$ cat src/rtl/seq_left_shifter_pkg.sv
// Shared definitions for the shifter family: default widths and the FSM
// state encoding used by both the left and right shifters.
package seq_left_shifter_pkg;

    localparam int WIDTH_DEF = 8;
    localparam int SHW_DEF   = 3;

    typedef enum logic [1:0] {
        ST_IDLE  = 2'd0,
        ST_SHIFT = 2'd1,
        ST_DONE  = 2'd2
    } state_e;

endpackage

$ cat src/rtl/seq_left_shifter_step.sv
// Combinational one-position left shift (mode=0, zero fill) or rotate
// (mode=1, MSB wraps into bit 0). Kept separate so a barrel version can stack it.
module shl_step #(
    parameter int WIDTH = 8
) (
    input  logic [WIDTH-1:0] din,
    input  logic             mode,
    output logic [WIDTH-1:0] dout
);

    genvar gi;
    generate
        for (gi = 1; gi < WIDTH; gi++) begin : g_bit
            assign dout[gi] = din[gi-1];
        end
    endgenerate

    assign dout[0] = mode & din[WIDTH-1];

endmodule

$ cat src/rtl/seq_left_shifter.sv
// Iterative left shifter/rotator: one bit position per clock, done pulse on
// completion. Top level holds only the FSM and its registers.
module seq_left_shifter
    import seq_left_shifter_pkg::*;
#(
    parameter int WIDTH = WIDTH_DEF,
    parameter int SHW   = SHW_DEF
) (
    input  logic             clk,
    input  logic             rst,
    input  logic             start,
    input  logic [WIDTH-1:0] num,
    input  logic [SHW-1:0]   shift,
    input  logic             mode,
    output logic [WIDTH-1:0] ans,
    output logic             busy,
    output logic             done
);

    state_e           state_q, state_d;
    logic [WIDTH-1:0] ans_q, ans_d;
    logic [SHW-1:0]   count_q, count_d;
    logic             mode_q, mode_d;
    logic [WIDTH-1:0] step_ans;

    shl_step #(
        .WIDTH (WIDTH)
    ) u_step (
        .din  (ans_q),
        .mode (mode_q),
        .dout (step_ans)
    );

    always_ff @(posedge clk) begin
        if (rst) begin
            state_q <= ST_IDLE;
            ans_q   <= '0;
            count_q <= '0;
            mode_q  <= 1'b0;
        end else begin
            state_q <= state_d;
            ans_q   <= ans_d;
            count_q <= count_d;
            mode_q  <= mode_d;
        end
    end

    always_comb begin
        state_d = state_q;
        ans_d   = ans_q;
        count_d = count_q;
        mode_d  = mode_q;
        case (state_q)
            ST_IDLE: begin
                if (start) begin
                    ans_d   = num;
                    count_d = shift;
                    mode_d  = mode;
                    // A zero shift skips SHIFT so count never starts at 0 there.
                    state_d = (shift != '0) ? ST_SHIFT : ST_DONE;
                end
            end
            ST_SHIFT: begin
                ans_d   = step_ans;
                count_d = count_q - SHW'(1);
                if (count_q == SHW'(1)) begin
                    state_d = ST_DONE;
                end
            end
            ST_DONE: begin
                state_d = ST_IDLE;
            end
            default: begin
                state_d = ST_IDLE;
            end
        endcase
    end

    // Outputs are pure decodes of registered state, so no input reaches them combinationally.
    assign ans  = ans_q;
    assign busy = (state_q != ST_IDLE);
    assign done = (state_q == ST_DONE);

endmodule

$ cat config.mk
export PLATFORM = sky130hd
export DESIGN_NAME = seq_left_shifter
export DESIGN_NICKNAME = d
export VERILOG_FILES = /design/src/rtl/seq_left_shifter_pkg.sv /design/src/rtl/seq_left_shifter_step.sv /design/src/rtl/seq_left_shifter.sv
export SDC_FILE = /design/constraint.sdc
export NUM_CORES = 1
export LEC_CHECK = 0
export ABC_AREA = 1
export BUFFER_PORTS_ARGS = -buffer_cell sky130_fd_sc_hd__buf_4
export CORE_AREA = 2 2 42 44
export CTS_CLUSTER_DIAMETER = 100
export DETAILED_ROUTE_END_ITERATION = 8
export DIE_AREA = 0 0 44 46
export HOLD_SLACK_MARGIN = 0.06
export MAX_ROUTING_LAYER = met4
export PLACE_DENSITY_LB_ADDON = 0.12
export SLEW_MARGIN = 15
export SYNTH_ARGS = -nofsm -noshare
export SYNTH_HDL_FRONTEND = slang
export SYNTH_SLANG_ARGS = --single-unit
$ cat constraint.sdc
create_clock -name clk -period 1.6 [get_ports clk]
set_input_delay 0.16 -clock clk [delete_from_list [all_inputs] [get_ports clk]]
set_output_delay 0.16 -clock clk [all_outputs]
set_load 0.02 [all_outputs]
==> out/metrics.csv <==
stage,metric,value,unit
route,ant_nets,0,
yosys,yosysMostFrequentCell,nand2_1,
floorplan,die-area,2020,um^2
sta,max_freq,812,MHz
run,maxCapViolCount,0,
global_routing,antenna_found_initial,0,
finish,regArea,280,um^2
placement,gp_congestion,0.789,
yosys,synth-seq-cells,14,
floorplan,start_util,48.6,%
yosys,synth_cell_types,19,
clocking,clk_latency,0.28,ns
setup_path,worstPathArrival,1.07,ns
finish,fin_nets,169,
setup_path,path_class,flip-flop to output port,
clocking,cts_sinks,14,
sta,drv_slew,0,
clocking,cts_buffers,3,
finish,fillers,157,
sta,hold_violations,0,
yosys,synth_edf_count,0,
finish,areaGrowthSynthToFinish,27.3,%
clocking,cts_resized,0,
route,drt-initial-drc-count,12,
global_routing,globalRouteOverflowTotal,0,
finish,layout-drive-gt1-share,23.8,%
sta,setup_violations,0,
finish,finalNonFillerCells,168,
finish,design_area,998,um^2
route,dr.pass1.iters,4,
floorplan,die_h,46,um
yosys,ys_dominant_reg_cell,dfxtp_1,
finish,diodes,0,
sta,rsz0062_at_grt,no,
pwr,p_total,1.01,mW
finish,multi_input_area,392,um^2
route,drc,0,
sta,tightest_slew,0.389,ns
route,viasPerCell,4.70,
placement,dp_slack,0.486,ns
floorplan,dieWidth,44,um
pwr,pwr_density_cell,1020,nW/um^2
sta,min_period,1.23,ns
global_routing,grt_pass1_wl,2.48,mm
placement,placed_cells_incl_taps,163,
pwr,peakVddDrop,593,uV
finish,final_util,61.9,%
sta,relSlewSlack,74.0,%
route,drt-total-wl,1.57,mm
placement,io_buffers,24,
sta,finClkSkew,0.00262,ns
clocking,htreeDepth,1,
status,status,"finished, final reports clean",
setup_path,crit_required,1.44,ns
yosys,synth_top_area_share,35.7,%
route,via_count,789,
setup_path,endpoint_kind,output port,
yosys,synth_warnings,0,
clocking,clock-root-buffer,clkbuf_4,
yosys,synth_area,785,um^2
floorplan,rows,15,
yosys,async_flop_share,0,%
global_routing,grt_pass1_vias,636,
sta,fin_tns_setup,0,ns
placement,dpl_cell_area,952,um^2
setup_path,cp-start-kind,flip-flop,
clocking,post_cts_buffers,0,
pwr,p_leak,0.535,nW
yosys,seq_area_frac_synth,35.7,%
sta,fin_crit_sh,77.0,%
global_routing,grt_max_degree,22,
floorplan,ios,25,
yosys,synthTopCellsByArea,"dfxtp_1 (36%), nand2_1 (19%), nor2_1 (11%)",
sta,hold-worst-slack,0.134,ns
yosys,syn_avg_cell_area,6.23,um^2
hold_path,hp-class,primary input to flip-flop,
route,wl_per_cell,9.32,um
sta,setup_ws,0.368,ns
clocking,clk_pin_slew_worst_paths,0.09,ns
floorplan,core-area,1610,um^2
yosys,synthTopCellsByCount,"nand2_1 (40), nor2_1 (22), inv_1 (18), dfxtp_1 (14), o21ai_1 (10)",
yosys,synthCells,126,
yosys,syn-num-nets,143,
placement,place_hpwl,1.14,mm
clocking,ctsLongestPathBuffers,2,
yosys,synth_top_cell_by_area,dfxtp_1,
setup_path,worst-path-max-fanout,4,
global_routing,grt_use_total,17.4,%
clocking,cts_tree,done,
==> layout by cell type, fill, tap and decap left out <==
master	synthesis	final
o21ai_0	2	2
clkbuf_8	0	1
nand2_1	40	40
o211ai_1	1	1
dlygate4sd3_1	0	1
inv_1	18	18
dfxtp_1	14	14
nand4_1	1	1
nand2_2	1	1
nor2_1	22	22
o21ai_1	10	10
ha_1	2	2
nor2_2	4	4
buf_4	2	25
inv_2	1	1
nor3_1	1	1
clkbuf_4	0	3
a21oi_1	1	1
o21ai_2	1	1
nand3_1	2	2
==> path summary, 6_finish.rpt <==
| kind | from | endpoint | slack [ns] | depth (start not counted) |
|---|---|---|---|---|
| hold reg to reg | ans[2] | ans[2] | 0.55 | 4 |
| setup / recovery | state_q[0] | busy | 0.37 | 3 |
| hold / removal | mode | mode_q | 0.13 | 3 |
| setup reg to reg | state_q[1] | ans[1] | 0.47 | 6 |
==> cell type report <==
| type | instances | area share, % |
|---|---|---|
| clock buffer | 4 | 3.63 |
| inverter | 19 | 7.14 |
| multi-input combinational | 88 | 39.2 |
| sequential | 14 | 28.1 |
| tap | 17 | 2.13 |
| timing repair buffer | 26 | 19.8 |
==> metal layers <==
metal  GRT usage [%]  up-vias  part of all wire [%]
met5               -        -                     0
met4            7.27        0                  0.70
met3            3.57        2                   4.7
met2            27.6       21                    44
met1            21.4      335                    50
li1                -      431                     -
==> report_power, final <==
part           switching (mW)  internal (mW)
Clock                   0.119          0.138
Sequential             0.0257          0.393
Combinational           0.200          0.139
Total                   0.345          0.670
==> registers in the layout, indices dropped and copies added (netlist names) <==
register / count
count_q: 3
ans: 8
state_q: 2
mode_q: 1
==> critical path: stages (launching register included) <==
cell and delay [ns]:
dfxtp_1 0.40, inv_1 0.09, nand2_1 0.14, buf_4 0.16
==> logic make-up (layout without fill, tap and decap cells) <==
logic type / Yosys count / in the layout / share of synthesized area (%)
AND/OR/NAND/NOR: 71 / 71 / 36.4
AO/OA/AOI/OAI: 15 / 15 / 10.4
flip-flops: 14 / 14 / 35.7
adder cells (fa/ha/maj): 2 / 2 / 3.19
buffers and inverters: 24 / 49 / 14.4
==> repair_timing <==
item                                    in CTS  in global routing
endpoints found under the setup margin       0                  0
hold buffers                                 1                  0
endpoints found under the hold margin        1                  0
Power figures use the tool's default switching activity.
